===== config.mk =====
export PLATFORM = sky130hd
export DESIGN_NAME = lsu_dmem_ctrl
export DESIGN_NICKNAME = d
export VERILOG_FILES = /design/src/rtl/cpu_defs_pkg.sv /design/src/rtl/lsu_align.sv /design/src/rtl/lsu_dmem_ctrl.sv
export SDC_FILE = /design/constraint.sdc
export NUM_CORES = 1
export LEC_CHECK = 0
export CAP_MARGIN = 40
export CORE_ASPECT_RATIO = 1.25
export CORE_MARGIN = 5
export CORE_UTILIZATION = 41
export CTS_CLUSTER_DIAMETER = 100
export DETAILED_ROUTE_END_ITERATION = 8
export DONT_BUFFER_PORTS = 1
export PLACE_DENSITY_LB_ADDON = 0.1
export SETUP_SLACK_MARGIN = 0.4
export SLEW_MARGIN = 40
export SYNTH_ARGS = -nofsm -noshare
export SYNTH_HDL_FRONTEND = slang
export SYNTH_SLANG_ARGS = --single-unit

===== constraint.sdc =====
create_clock -name clk -period 1.9 [get_ports clk]
set_input_delay 0.095 -clock clk [delete_from_list [all_inputs] [get_ports clk]]
set_output_delay 0.095 -clock clk [all_outputs]
set_load 0.05 [all_outputs]

===== src/rtl/cpu_defs_pkg.sv =====
// Shared CPU definitions for the MEM-stage load/store unit.
// Holds the RV32I load/store funct3 codes and the LSU state encoding.
package cpu_defs;

  localparam logic [2:0] FUNCT3_LB  = 3'b000;
  localparam logic [2:0] FUNCT3_LH  = 3'b001;
  localparam logic [2:0] FUNCT3_LW  = 3'b010;
  localparam logic [2:0] FUNCT3_LBU = 3'b100;
  localparam logic [2:0] FUNCT3_LHU = 3'b101;
  localparam logic [2:0] FUNCT3_SB  = 3'b000;
  localparam logic [2:0] FUNCT3_SH  = 3'b001;
  localparam logic [2:0] FUNCT3_SW  = 3'b010;

  // IDLE must stay at zero: reset clears the state register to all zeros.
  typedef enum logic [1:0] {
    LSU_IDLE = 2'd0,
    LSU_REQ  = 2'd1,
    LSU_DONE = 2'd2
  } lsu_state_e;

endpackage


===== src/rtl/lsu_align.sv =====
// Byte-lane steering for the load/store unit (purely combinational).
//   st_size/st_lane/st_wdata -> st_be, st_wdata_lane : store byte enables and
//                                                      lane-replicated data
//   ld_funct3/ld_lane/ld_rdata -> ld_data            : load extract with
//                                                      sign/zero extension
// st_size is funct3[1:0] (00 byte, 01 half, 1x word).
module lsu_align
  import cpu_defs::*;
(
  input  logic [1:0]  st_size,
  input  logic [1:0]  st_lane,
  input  logic [31:0] st_wdata,
  output logic [3:0]  st_be,
  output logic [31:0] st_wdata_lane,
  input  logic [2:0]  ld_funct3,
  input  logic [1:0]  ld_lane,
  input  logic [31:0] ld_rdata,
  output logic [31:0] ld_data
);

  logic [31:0] shifted;

  always_comb begin
    st_be         = '0;
    st_wdata_lane = '0;
    case (st_size)
      2'b00: begin
        st_be         = 4'b0001 << st_lane;
        st_wdata_lane = {4{st_wdata[7:0]}};
      end
      2'b01: begin
        st_be         = st_lane[1] ? 4'b1100 : 4'b0011;
        st_wdata_lane = {2{st_wdata[15:0]}};
      end
      default: begin
        st_be         = '1;
        st_wdata_lane = st_wdata;
      end
    endcase
  end

  // funct3[2] set means unsigned (lbu/lhu): extension bit forced to zero.
  always_comb begin
    shifted = ld_rdata >> {ld_lane, 3'b000};
    ld_data = ld_rdata;
    case (ld_funct3[1:0])
      2'b00:   ld_data = {{24{shifted[7]  & ~ld_funct3[2]}}, shifted[7:0]};
      2'b01:   ld_data = {{16{shifted[15] & ~ld_funct3[2]}}, shifted[15:0]};
      default: ld_data = ld_rdata;
    endcase
  end

endmodule


===== src/rtl/lsu_dmem_ctrl.sv =====
// MEM-stage load/store unit: turns an EX/MEM load/store into a registered
// req/ack data-memory transaction, stalling the pipeline while it is open.
//   op_valid/mem_read/mem_write/funct3/addr/wdata/flush : pipeline op inputs
//   stall, addr_fault                                   : combinational status
//   load_data/load_valid/bus_err                        : results to writeback
//   dmem_req/we/addr/be/wdata, dmem_ack/rdata           : memory bus
// TIMEOUT (>=2) is the number of unacknowledged REQ cycles before bus_err;
// CNT_W must be wide enough to hold TIMEOUT.
module lsu_dmem_ctrl
  import cpu_defs::*;
#(
  parameter int unsigned TIMEOUT = 16,
  parameter int unsigned CNT_W   = 5
) (
  input  logic        clk,
  input  logic        rst_n,
  input  logic        op_valid,
  input  logic        mem_read,
  input  logic        mem_write,
  input  logic [2:0]  funct3,
  input  logic [31:0] addr,
  input  logic [31:0] wdata,
  input  logic        flush,
  output logic        stall,
  output logic [31:0] load_data,
  output logic        load_valid,
  output logic        addr_fault,
  output logic        bus_err,
  output logic        dmem_req,
  output logic        dmem_we,
  output logic [31:0] dmem_addr,
  output logic [3:0]  dmem_be,
  output logic [31:0] dmem_wdata,
  input  logic        dmem_ack,
  input  logic [31:0] dmem_rdata
);

  lsu_state_e        state_q, state_d;
  logic [CNT_W-1:0]  cnt_q, cnt_d;
  logic              req_q, req_d, we_q, we_d;
  logic [31:0]       addr_q, addr_d, wdata_q, wdata_d;
  logic [3:0]        be_q, be_d;
  logic [1:0]        lane_q, lane_d;
  logic [2:0]        f3_q, f3_d;
  logic              flushed_q, flushed_d;
  logic [31:0]       load_data_q, load_data_d;
  logic              load_valid_q, load_valid_d, bus_err_q, bus_err_d;

  logic              access, f3_ok, is_half, is_word, start;
  logic [3:0]        st_be;
  logic [31:0]       st_wdata_lane, ld_data;

  lsu_align u_align (
    .st_size       (funct3[1:0]),
    .st_lane       (addr[1:0]),
    .st_wdata      (wdata),
    .st_be         (st_be),
    .st_wdata_lane (st_wdata_lane),
    .ld_funct3     (f3_q),
    .ld_lane       (lane_q),
    .ld_rdata      (dmem_rdata),
    .ld_data       (ld_data)
  );

  always_comb begin
    access  = op_valid & (mem_read | mem_write);
    is_half = (funct3[1:0] == 2'b01);
    is_word = (funct3[1:0] == 2'b10);
    // Store encodings coincide with lb/lh/lw; only the unsigned codes are load-only.
    case (funct3)
      FUNCT3_LB, FUNCT3_LH, FUNCT3_LW: f3_ok = 1'b1;
      FUNCT3_LBU, FUNCT3_LHU:          f3_ok = mem_read;
      default:                         f3_ok = 1'b0;
    endcase
    addr_fault = access & (~f3_ok | (is_half & addr[0]) | (is_word & (|addr[1:0])));
    start      = access & ~addr_fault & ~flush & (state_q == LSU_IDLE);
    stall      = start | (state_q == LSU_REQ);
  end

  always_comb begin
    state_d      = state_q;
    cnt_d        = cnt_q;
    req_d        = req_q;
    we_d         = we_q;
    addr_d       = addr_q;
    be_d         = be_q;
    wdata_d      = wdata_q;
    lane_d       = lane_q;
    f3_d         = f3_q;
    flushed_d    = flushed_q;
    load_data_d  = load_data_q;
    load_valid_d = 1'b0;
    bus_err_d    = 1'b0;
    case (state_q)
      LSU_IDLE: begin
        if (start) begin
          state_d   = LSU_REQ;
          req_d     = 1'b1;
          we_d      = mem_write;
          addr_d    = {addr[31:2], 2'b00};
          be_d      = st_be;
          wdata_d   = st_wdata_lane;
          lane_d    = addr[1:0];
          f3_d      = funct3;
          flushed_d = 1'b0;
          cnt_d     = '0;
        end
      end
      LSU_REQ: begin
        // A flush never abandons the bus; it only suppresses the load result.
        if (flush) flushed_d = 1'b1;
        if (dmem_ack) begin
          state_d = LSU_DONE;
          req_d   = 1'b0;
          cnt_d   = '0;
          if (!we_q && !(flushed_q || flush)) begin
            load_data_d  = ld_data;
            load_valid_d = 1'b1;
          end
        end else if (cnt_q == CNT_W'(TIMEOUT - 1)) begin
          state_d   = LSU_DONE;
          req_d     = 1'b0;
          cnt_d     = '0;
          bus_err_d = 1'b1;
          if (!we_q) load_data_d = '0;
        end else begin
          cnt_d = cnt_q + CNT_W'(1);
        end
      end
      LSU_DONE: state_d = LSU_IDLE;
      default:  state_d = LSU_IDLE;
    endcase
  end

  always_ff @(posedge clk or negedge rst_n) begin
    if (!rst_n) begin
      state_q      <= LSU_IDLE;
      cnt_q        <= '0;
      req_q        <= 1'b0;
      we_q         <= 1'b0;
      addr_q       <= '0;
      be_q         <= '0;
      wdata_q      <= '0;
      lane_q       <= '0;
      f3_q         <= '0;
      flushed_q    <= 1'b0;
      load_data_q  <= '0;
      load_valid_q <= 1'b0;
      bus_err_q    <= 1'b0;
    end else begin
      state_q      <= state_d;
      cnt_q        <= cnt_d;
      req_q        <= req_d;
      we_q         <= we_d;
      addr_q       <= addr_d;
      be_q         <= be_d;
      wdata_q      <= wdata_d;
      lane_q       <= lane_d;
      f3_q         <= f3_d;
      flushed_q    <= flushed_d;
      load_data_q  <= load_data_d;
      load_valid_q <= load_valid_d;
      bus_err_q    <= bus_err_d;
    end
  end

  assign load_data  = load_data_q;
  assign load_valid = load_valid_q;
  assign bus_err    = bus_err_q;
  assign dmem_req   = req_q;
  assign dmem_we    = we_q;
  assign dmem_addr  = addr_q;
  assign dmem_be    = be_q;
  assign dmem_wdata = wdata_q;

endmodule


==> results.json <==
{
  "synth_area_leader_cell": "sky130_fd_sc_hd__dfrtp_1",
  "cts_tree": "done",
  "fmax_mhz": 541,
  "rows": 46,
  "initial_core_util_pct": 42.0,
  "dominantRegCellSynth": "sky130_fd_sc_hd__dfrtp_1",
  "worst_pin_slew_ns": 0.574,
  "drt_initial_violations": 367,
  "post_synth_instance_area_um2": 5370,
  "syn_to_final_growth_pct": 44.6,
  "clkTransAtPathRegs_ns": 0.06,
  "num_vias": 4362,
  "dpl_hpwl_um": 10800,
  "fp.dieArea_um2": 15500,
  "synth_area_per_cell_um2": 11.8,
  "finalInstanceArea_um2": 7760,
  "power_density_nw_per_um2": 1540,
  "met3_usage_pct": 9.04,
  "timing.final.hold_violations": 115,
  "synth_cell_types": 51,
  "routed_wirelength_um": 17500,
  "vias_per_cell": 5.67,
  "timing.critical_path.fanout_max": 5,
  "layout.area.seq_um2": 2880,
  "asyncSetResetFlopFracSynth_pct": 100,
  "drv_slew": 0,
  "place_congestion": 0.829,
  "synth.area.top_cells": "sky130_fd_sc_hd__dfrtp_1 (54%), sky130_fd_sc_hd__mux2_2 (13%), sky130_fd_sc_hd__mux2i_1 (5.4%), sky130_fd_sc_hd__a32oi_1 (2.6%), sky130_fd_sc_hd__o21ai_0 (2.4%)",
  "layout-drive-gt1-share_pct": 28.2,
  "failed_checks": "negative hold slack",
  "grt_antenna_before_repair": 1,
  "ys_ff_latch": 115,
  "postRouteAntennaNets": 0,
  "setup_repair_after_global_routing_missed_its_margin": "yes",
  "grt_use_met1_pct": 24.5,
  "num-fill-cells": 1050,
  "die_width_um": 112,
  "yosysWarnings": 0,
  "finalCritPeriodShare_pct": 97.2,
  "worst_setup_path_end_kind": "flip-flop",
  "cts-root-to-sink-buffers": 2,
  "number_of_primary_i_o_pins": 212,
  "yosysTopAreaCellShare_pct": 53.6,
  "peakVddDrop_mv": 0.856,
  "grt_util_all_layers_pct": 22.3,
  "clock_skew_ns": 0.00735,
  "number_of_enable_type_register_cells_in_the_synthesized_netlist": 0,
  "grt_remaining_overflow": 0,
  "number_of_nets_in_the_layout": 694,
  "worst_ep_arrival_time_ns": 2.13,
  "drt_pass1_iterations": 6,
  "finalSetupViolations": 0,
  "worst_ep_required_time_ns": 2.19,
  "cts-buffers-inserted": 17,
  "outcome": "finished with violations",
  "cts_num_sinks": 115,
  "grt_pass1_vias": 4754,
  "syn-instance-count": 456,
  "max_slew_margin_pct": 61.7,
  "grt_start_max_net_pins": 116,
  "static-leakage-power_nw": 3.40,
  "hold_ws_ns": -0.622,
  "clk-insertion-delay-late_ns": 0.41,
  "wl_per_cell_um": 22.8,
  "worst-setup-path-type": "flip-flop to flip-flop",
  "max_cap_violations": 0,
  "placeableCoreArea_um2": 12800,
  "route.detailed.drc": 0,
  "worst_slack_ns": 0.0528,
  "setup.worst_path.start_class": "flip-flop",
  "dp_slack_ns": 0.0319,
  "postPlaceCellArea_um2": 5620,
  "grt.met2_usage_pct": 39.2,
  "yosysSeqAreaShare_pct": 53.6,
  "cts_root_buffer": "sky130_fd_sc_hd__clkbuf_16",
  "finalPower_mw": 11.9,
  "hold_class": "input pin to async pin",
  "grt_busiest_layer": "met2",
  "multi_input_comb_area_um2": 2400,
  "io_buffer_count": 0,
  "cts_max_level": 4,
  "die_h_um": 138,
  "final.min_clock_period_ns": 1.85,
  "grt_pass1_wl_um": 26700
}
[timing repair]
action | CTS | global route
pin swaps | 3 | 17
hold endpoints to repair | 225 | 119
cloned | 5 | 4
hold buffers | 101 | 1
resized for setup | 28 | 32
endpoints found under the setup margin | 93 | 110
buffers inserted | 6 | 7
[state kept, by name, summed over array words and instances (netlist names), 2 cells and up]
signal and cells:
dmem_wdata 32, load_data 32, dmem_addr 30, cnt_q 5, dmem_be 4, f3_q 3, lane_q 2, state_q 2
[synthesized netlist by cell type (3+ instances only)]
| cell | instances |
|---|---|
| sky130_fd_sc_hd__buf_2 | 10 |
| sky130_fd_sc_hd__or4_1 | 3 |
| sky130_fd_sc_hd__a21oi_1 | 17 |
| sky130_fd_sc_hd__o221ai_1 | 14 |
| sky130_fd_sc_hd__a32oi_1 | 16 |
| sky130_fd_sc_hd__nand2_1 | 34 |
| sky130_fd_sc_hd__o21ai_1 | 3 |
| sky130_fd_sc_hd__mux2i_1 | 29 |
| sky130_fd_sc_hd__dfrtp_1 | 115 |
| sky130_fd_sc_hd__nor2_1 | 9 |
| sky130_fd_sc_hd__o21bai_1 | 3 |
| sky130_fd_sc_hd__buf_1 | 6 |
| sky130_fd_sc_hd__inv_1 | 7 |
| sky130_fd_sc_hd__a2bb2oi_1 | 7 |
| sky130_fd_sc_hd__clkbuf_1 | 18 |
| sky130_fd_sc_hd__a221o_1 | 8 |
| sky130_fd_sc_hd__nand3_1 | 9 |
| sky130_fd_sc_hd__mux2_2 | 60 |
| sky130_fd_sc_hd__mux2_1 | 4 |
| sky130_fd_sc_hd__o21ai_0 | 26 |
| sky130_fd_sc_hd__a31oi_1 | 14 |
| sky130_fd_sc_hd__nand2b_1 | 11 |
[cell type report]
class,instances,share of cell area [%]
diodes,1,0.0322
clock buffers,19,5.71
clock inverters,13,1.97
inverters,8,0.451
multi-input cells,298,30.9
flip-flops and latches,115,37.1
well taps,168,2.71
repair buffers,147,21.1
[critical path, stage by stage, from the launching register on]
cell	delay, ns
sky130_fd_sc_hd__dfrtp_1	0.37
sky130_fd_sc_hd__or4b_4	0.52
sky130_fd_sc_hd__or2_4	0.30
sky130_fd_sc_hd__and2_4	0.19
sky130_fd_sc_hd__a221o_1	0.34
[through the flow]
step	utilization (%)	instances	TNS (ns)
finish	60.7	769	0
global placement	44.0	612	0
CTS	58.7	756	0
global route	60.7	769	0
floorplan	-	457	-1.75
detailed placement	44.0	612	0
[worst paths after layout]
check | from | cells past startpoint | slack, ns | endpoint
setup / recovery | flushed_q$_DFFE_PN0P_ | 4 | 0.05 | load_data[14]$_DFFE_PN0P_
hold / removal | rst_n | 0 | -0.62 | load_data[24]$_DFFE_PN0P_
setup reg to reg | flushed_q$_DFFE_PN0P_ | 4 | 0.05 | load_data[14]$_DFFE_PN0P_
hold reg to reg | cnt_q[4]$_DFFE_PN0P_ | 1 | 0.53 | cnt_q[4]$_DFFE_PN0P_
max in group asynchronous | rst_n | 0 | 2.29 | lane_q[0]$_DFFE_PN0P_
min in group clk | funct3[0] | 3 | 0.01 | dmem_be[1]$_DFFE_PN0P_
[routing by layer]
layer  routed length (µm)  vias to the layer above
li1                     -                     1967
met1                 6090                     2173
met2                 9400                      195
met3                 1690                       27
met4                  348                        0
met5                    0                        -
[power by group]
part	switching, mW	internal [mW]	total [mW]
Combinational	0.954	1.17	2.12
Sequential	3.42	3.23	6.66
Clock	1.19	1.98	3.17
[placed cells by master (no fill, tap or decap), types with 3 or more instances in the layout]
cell type                       netlist  layout
sky130_fd_sc_hd__clkinvlp_4           0       3
sky130_fd_sc_hd__nand2_1             34      34
sky130_fd_sc_hd__nand3_1              9       9
sky130_fd_sc_hd__clkbuf_16            0      20
sky130_fd_sc_hd__dfrtp_1            115     112
sky130_fd_sc_hd__a21oi_2              0       5
sky130_fd_sc_hd__a31oi_1             14      14
sky130_fd_sc_hd__mux2_2              60      60
sky130_fd_sc_hd__dfrtp_2              0       3
sky130_fd_sc_hd__buf_6                1       9
sky130_fd_sc_hd__mux2_4               0       4
sky130_fd_sc_hd__nand2b_1            11      11
sky130_fd_sc_hd__buf_16               0       5
sky130_fd_sc_hd__mux2i_1             29      29
sky130_fd_sc_hd__inv_1                7       6
sky130_fd_sc_hd__o21bai_1             3       3
sky130_fd_sc_hd__o221ai_1            14      14
sky130_fd_sc_hd__dlygate4sd3_1        0     101
sky130_fd_sc_hd__o21ai_0             26      16
sky130_fd_sc_hd__a2bb2oi_1            7       7
sky130_fd_sc_hd__a221o_1              8       8
sky130_fd_sc_hd__o21ai_1              3      13
sky130_fd_sc_hd__a21oi_1             17      11
sky130_fd_sc_hd__buf_12               0       6
sky130_fd_sc_hd__buf_4                2      19
sky130_fd_sc_hd__a32oi_1             16      16
sky130_fd_sc_hd__nor2_1               9       9
sky130_fd_sc_hd__clkinv_4             0       7
sky130_fd_sc_hd__buf_8                0       3
[cells by family (layout without fill, tap and decap cells)]
family	Yosys count	after routing	synth area share, %
AO/OA/AOI/OAI	117	117	15.3
XOR/XNOR	1	1	0.163
adder cells (fa/ha/maj)	1	1	0.233
buffers and inverters	45	187	3.66
flip-flops	115	115	53.6
multiplexers	94	94	19.3
other	1	3	0.0699
AND/OR/NAND/NOR	82	83	7.72
No activity file was read; power rests on OpenSTA's default activity.
